`src/rtl/debug_controller.sv`:
```
// debug_controller: command sequencer for the DEBUGGER UART link.
// It pops one command byte from the rx FIFO and drives the CPU run, halt
// and step controls. It answers with ACK (0x06) or NAK (0x15), or it streams
// the debug register window to the tx FIFO.
// Optional build macro DBG_CHECKSUM_EN appends a mod-256 checksum byte to
// every dump.
//
// Handshake: rd and wr are single-cycle registered pulses. rd pops the
// show-ahead rx head. wr pushes w_data into the tx FIFO. A push is only
// decided in a cycle where tx_full=0. Commands are fully serialized: a new
// byte is only taken in IDLE.
// The FSM state is held in `state` so that checkers can bind to it.
module debug_controller #(
    parameter int DUMP_BYTES = 32,
    parameter int ADDR_W     = 5
) (
    input  logic              clk,
    input  logic              rst_n,
    input  logic              rx_empty,
    input  logic [7:0]        r_data,
    output logic              rd,
    input  logic              tx_full,
    output logic [7:0]        w_data,
    output logic              wr,
    output logic [ADDR_W-1:0] dbg_addr,
    input  logic [7:0]        dbg_data,
    output logic              cpu_run_en,
    output logic              cpu_step,
    output logic              busy
);
    localparam int               CNT_W    = $clog2(DUMP_BYTES + 1);
    localparam logic [CNT_W-1:0] LAST_CNT = CNT_W'(DUMP_BYTES - 1);

    localparam logic [7:0] CMD_RUN  = 8'h72;
    localparam logic [7:0] CMD_HALT = 8'h68;
    localparam logic [7:0] CMD_STEP = 8'h73;
    localparam logic [7:0] CMD_DUMP = 8'h64;
    localparam logic [7:0] ACK      = 8'h06;
    localparam logic [7:0] NAK      = 8'h15;

`ifdef DBG_CHECKSUM_EN
    typedef enum logic [2:0] {IDLE, DECODE, RESP, DUMP, DONE, CSUM} state_t;
`else
    typedef enum logic [2:0] {IDLE, DECODE, RESP, DUMP, DONE} state_t;
`endif

    state_t            state, state_n;
    logic [7:0]        cmd, cmd_n;
    logic [7:0]        resp, resp_n;
    logic [CNT_W-1:0]  cnt, cnt_n;
    logic              rd_n, wr_n, step_n, run_n, busy_n;
    logic [7:0]        w_data_n;
    logic [ADDR_W-1:0] addr_n;
`ifdef DBG_CHECKSUM_EN
    logic [7:0]        csum, csum_n;
`endif

    // State and all outputs are registered; reset abandons any dump in flight
    always_ff @(posedge clk or negedge rst_n) begin
        if (!rst_n) begin
            state      <= IDLE;
            cmd        <= 8'h00;
            resp       <= 8'h00;
            cnt        <= '0;
            rd         <= 1'b0;
            wr         <= 1'b0;
            w_data     <= 8'h00;
            dbg_addr   <= '0;
            cpu_run_en <= 1'b0;
            cpu_step   <= 1'b0;
            busy       <= 1'b0;
`ifdef DBG_CHECKSUM_EN
            csum       <= 8'h00;
`endif
        end else begin
            state      <= state_n;
            cmd        <= cmd_n;
            resp       <= resp_n;
            cnt        <= cnt_n;
            rd         <= rd_n;
            wr         <= wr_n;
            w_data     <= w_data_n;
            dbg_addr   <= addr_n;
            cpu_run_en <= run_n;
            cpu_step   <= step_n;
            busy       <= busy_n;
`ifdef DBG_CHECKSUM_EN
            csum       <= csum_n;
`endif
        end
    end

    // Next-state and next-output decode; pulses default low, levels hold
    always_comb begin
        state_n  = state;
        cmd_n    = cmd;
        resp_n   = resp;
        cnt_n    = cnt;
        rd_n     = 1'b0;
        wr_n     = 1'b0;
        step_n   = 1'b0;
        w_data_n = w_data;
        addr_n   = dbg_addr;
        run_n    = cpu_run_en;
`ifdef DBG_CHECKSUM_EN
        csum_n   = csum;
`endif
        case (state)
            IDLE: begin
                if (!rx_empty) begin
                    cmd_n   = r_data;
                    rd_n    = 1'b1;
                    state_n = DECODE;
                end
            end
            DECODE: begin
                state_n = RESP;
                case (cmd)
                    CMD_RUN: begin
                        run_n  = 1'b1;
                        resp_n = ACK;
                    end
                    CMD_HALT: begin
                        run_n  = 1'b0;
                        resp_n = ACK;
                    end
                    CMD_STEP: begin
                        // Stepping a free-running CPU is refused
                        if (!cpu_run_en) begin
                            step_n = 1'b1;
                            resp_n = ACK;
                        end else begin
                            resp_n = NAK;
                        end
                    end
                    CMD_DUMP: begin
                        addr_n  = '0;
                        cnt_n   = '0;
`ifdef DBG_CHECKSUM_EN
                        csum_n  = 8'h00;
`endif
                        state_n = DUMP;
                    end
                    default: resp_n = NAK;
                endcase
            end
            RESP: begin
                if (!tx_full) begin
                    w_data_n = resp;
                    wr_n     = 1'b1;
                    state_n  = DONE;
                end
            end
            DUMP: begin
                if (!tx_full) begin
                    w_data_n = dbg_data;
                    wr_n     = 1'b1;
                    cnt_n    = cnt + 1'b1;
`ifdef DBG_CHECKSUM_EN
                    csum_n   = csum + dbg_data;
`endif
                    if (cnt == LAST_CNT) begin
                        // Address parks on the last entry instead of wrapping
`ifdef DBG_CHECKSUM_EN
                        state_n = CSUM;
`else
                        state_n = DONE;
`endif
                    end else begin
                        addr_n = dbg_addr + 1'b1;
                    end
                end
            end
`ifdef DBG_CHECKSUM_EN
            CSUM: begin
                if (!tx_full) begin
                    w_data_n = csum;
                    wr_n     = 1'b1;
                    state_n  = DONE;
                end
            end
`endif
            DONE: state_n = IDLE;
            default: state_n = IDLE;
        endcase
        busy_n = (state_n != IDLE);
    end
endmodule

```
`config.mk`:
```
export PLATFORM = sky130hd
export DESIGN_NAME = debug_controller
export DESIGN_NICKNAME = d
export VERILOG_FILES = /design/src/rtl/debug_controller.sv
export SDC_FILE = /design/constraint.sdc
export NUM_CORES = 1
export LEC_CHECK = 0
export BUFFER_PORTS_ARGS = -buffer_cell sky130_fd_sc_hd__buf_2
export CAP_MARGIN = 5
export CORE_MARGIN = 5
export CORE_UTILIZATION = 35
export DETAILED_ROUTE_END_ITERATION = 7
export HOLD_SLACK_MARGIN = 0.12
export PLACE_DENSITY = 0.56
export SLEW_MARGIN = 20
export SYNTH_ARGS = -nofsm -noshare
export SYNTH_HDL_FRONTEND = slang
export SYNTH_SLANG_ARGS = --single-unit
```
`constraint.sdc`:
```
create_clock -name clk -period 2.14 [get_ports clk]
set_input_delay 0.214 -clock clk [delete_from_list [all_inputs] [get_ports clk]]
set_output_delay 0.214 -clock clk [all_outputs]
set_load 0.01 [all_outputs]
```
==> impl_metrics.tcl <==
set metrics [dict create \
    hold_ws_ns 0.1474 \
    num_rows 25 \
    syn_nets 175 \
    drt_iter0_drc 31 \
    worstPathRequired_ns 2.30 \
    skew_ns 0.009704 \
    start_util_pct 36.08 \
    slowest_delay_ns 0.59 \
    fin_crit_sh_pct 87.91 \
    n_fill_cell 477 \
    whs_path_depth 2 \
    nNetsFinal 218 \
    insertion_delay_ns 0.29 \
    wl_per_cell_um 13.92 \
    die_area_um2 6402 \
    pre_cts_ws_ns 0.2683 \
    core_um2 4755 \
    groute.usage.overall_pct 12.65 \
    clock_sink_count 38 \
    tightest_slew_ns 0.8279 \
    root_buffer "clkbuf_8" \
    drt-total-wl_mm 3.676 \
    fp.dieH_um 80.01 \
    drive_above_1_share_pct 33.50 \
    worstPathCellList "or4b_4 -> or4_4 -> o211ai_1 -> o31ai_1" \
    r2r-end "dbg_addr[2]$_DFFE_PN0P_" \
    rsz0062_at_grt "false" \
    hp-class "input port to flop" \
    synthCells 153 \
    grt_pass1_vias 1401 \
    htreeDepth 2 \
    hold_end "busy$_DFF_PN0_" \
    cts_tree "yes" \
    antenna_left 0 \
    grt_max_degree 39 \
    ys_seq_area_share_pct 55.43 \
    regToRegSetupSlack_ns 0.26 \
    hold_path.startpoint "rx_empty" \
    io_buffers 37 \
    netlist_area_um2 1715 \
    clk_pin_slew_worst_paths_ns 0.07 \
    overflow 0 \
    synth_cell_types 44 \
    place_hpwl_mm 2.749 \
    route.detailed.drc 0 \
    peakVddDrop_uv 421.4 \
    slowest_stage "or4b_4" \
    cts-resized-gates 0 \
    final_max_slew_viol_count 0 \
    clockBufferDepth 2 \
    hold_viol 0 \
    power.density_nw_per_um2 1201 \
    num_io_pins 38 \
    cts-buffers-inserted 5 \
    drtPass1Iterations 4 \
    antenna_found_initial 0 \
    antenna_cells 0 \
    maxSlewHeadroom_pct 44.81 \
    finalSetupViolCount 0 \
    period_needed_ns 1.881 \
    critPathMaxFanout 6 \
    synth-seq-cells 38 \
    vias 1303 \
    endpoint_kind "flop" \
    post_cts_buffers 0 \
    area_growth_pct 21.08 \
    startpoint_type "flop" \
    status "completed" \
    place_congestion 0.7426 \
    power_leakage_nw 0.9771 \
    crit_arrival_ns 2.04 \
    grt_pass1_wl_mm 6.327 \
    die_x_um 80.01 \
    vias_per_cell 4.936 \
    fmax_ghz 0.5315 \
    syn-mean-instance-area_um2 11.21 \
    ff2ff_path_depth 4 \
    yosysWarnings 0 \
    crit_type "flop to flop" \
    finalWorstSetupSlack_ns 0.2586 \
    tns_ns 0 \
    maxCapViolations 0 \
    r2r_start "cmd[4]$_DFFE_PN0P_" \
]
-- cell usage after synthesis, drive strengths merged --
cell     number  area share [%]
nor2         12             2.8
a31o          1            0.51
a21o          1            0.51
a31oi         1            0.36
a22oi         2            0.88
a21oi         4             1.2
or2           2            0.73
nand4bb       1            0.66
buf           2            0.58
mux2          9             6.1
xor2          4             2.0
nand3         3            0.88
or3           3             1.1
nor4          4             3.2
o21ai        14             4.1
a311oi        1            0.51
clkbuf        3             1.2
ha            2             1.5
nand4         4             1.5
dfrtp        38              55
o31ai         1            0.44
or2b          1            0.44
o41ai         1            0.51
o22ai         2            0.73
o2bb2ai       2             1.0
or4b          1            0.80
o211ai        1            0.44
and4bb        1            0.73
nor2b         2            0.73
nand3b        1            0.44
nand2        17             3.7
nand2b        1            0.36
and3          2            0.73
inv           5             1.1
nor3b         1            0.44
or4           1            0.66
mux2i         1            0.58
o21a          1            0.44
-- cells in the final DEF (no fill, tap or decap), drive strengths merged, types with 2 or more instances in the layout --
cell / instances
a21oi: 4
a22oi: 2
and3: 2
buf: 40
clkbuf: 7
dfrtp: 38
ha: 2
inv: 5
mux2: 9
nand2: 17
nand3: 3
nand4: 4
nor2: 12
nor2b: 2
nor4: 4
o21ai: 14
o22ai: 2
o2bb2ai: 2
or2: 2
or3: 3
xor2: 4
-- metrics by stage --
step / utilization, % / instance area [um2] / total power, mW / cells
CTS: 43.68 / 2077 / 2.535 / 264
finish: 43.68 / 2077 / 2.494 / 264
detailed placement: 41.55 / 1976 / 2.020 / 255
global route: 43.68 / 2077 / 2.679 / 264
floorplan: - / 1715 / 1.732 / 153
global placement: 41.55 / 1976 / 1.966 / 255
-- where the power goes --
group | internal [mW] | leakage [nW] | total (mW) | switching (mW)
logic | 0.392 | 0.447 | 0.838 | 0.446
clock network | 0.260 | 0.0482 | 0.502 | 0.242
registers | 0.961 | 0.482 | 1.15 | 0.192
-- sequential cells by signal, indices dropped and copies added (netlist names) --
| signal | flops |
|---|---|
| cnt | 6 |
| state | 3 |
| resp | 3 |
| w_data | 8 |
| rd | 1 |
| cmd | 8 |
| dbg_addr | 5 |
| busy | 1 |
| wr | 1 |
| cpu_run_en | 1 |
| cpu_step | 1 |
-- how the worst max path moves through the flow --
| stage | depth (start not counted) | startpoint | endpoint | slack, ns |
|---|---|---|---|---|
| finish | 4 | cmd[4]$_DFFE_PN0P_ | dbg_addr[2]$_DFFE_PN0P_ | 0.26 |
| global route | 4 | cmd[4]$_DFFE_PN0P_ | dbg_addr[2]$_DFFE_PN0P_ | 0.18 |
| CTS | 4 | cmd[4]$_DFFE_PN0P_ | dbg_addr[2]$_DFFE_PN0P_ | 0.24 |
| detailed placement | 4 | cmd[4]$_DFFE_PN0P_ | dbg_addr[2]$_DFFE_PN0P_ | 0.27 |
| global placement | 4 | cmd[4]$_DFFE_PN0P_ | dbg_addr[2]$_DFFE_PN0P_ | 0.31 |
| floorplan | 4 | cmd[4]$_DFFE_PN0P_ | cnt[0]$_DFFE_PN0P_ | 0.34 |
-- cell type report --
| cell class | instances | area (um2) | share of cell area [%] |
|---|---|---|---|
| sequential | 38 | 950.9 | 45.78 |
| multi-input combinational | 105 | 714.4 | 34.40 |
| timing repair buffer | 41 | 217.7 | 10.48 |
| clock buffer | 7 | 86.33 | 4.157 |
| tap | 67 | 83.83 | 4.036 |
| inverter | 5 | 18.77 | 0.9036 |
| clock inverter | 1 | 5.005 | 0.2410 |
-- logic make-up (layout without fill, tap and decap cells) --
kind of cell / count (synthesis) / after routing / synth area share [%]
buf+inv: 10 / 54 / 2.917
mux: 10 / 10 / 6.710
fa+ha+maj: 2 / 2 / 1.459
compound gates: 32 / 32 / 11.60
simple gates: 57 / 57 / 19.84
xor+xnor: 4 / 4 / 2.042
flops: 38 / 38 / 55.43
-- critical path: cells and delay by family (launching register included) --
kind / cells / cell delay [ns]
AND/OR/NAND/NOR: 2 / 1.10
flip-flops: 1 / 0.43
AO/OA/AOI/OAI: 2 / 0.22
-- what timing repair did --
| item | in CTS | in global routing |
|---|---|---|
| hold endpoints to repair | 38 | 0 |
| hold buffers | 1 | 0 |
| endpoints found under the setup margin | 0 | 0 |
-- routing by layer --
layer,share of wire (%),wire (um),track usage [%],vias to the layer above
li1,-,-,-,634
met1,42,1547,13.91,631
met2,51,1866,21.94,32
met3,5.7,209,4.628,6
met4,1.4,53,5.068,0
met5,0,0,0,-
Note: power is estimated with default switching activity, not from simulation.
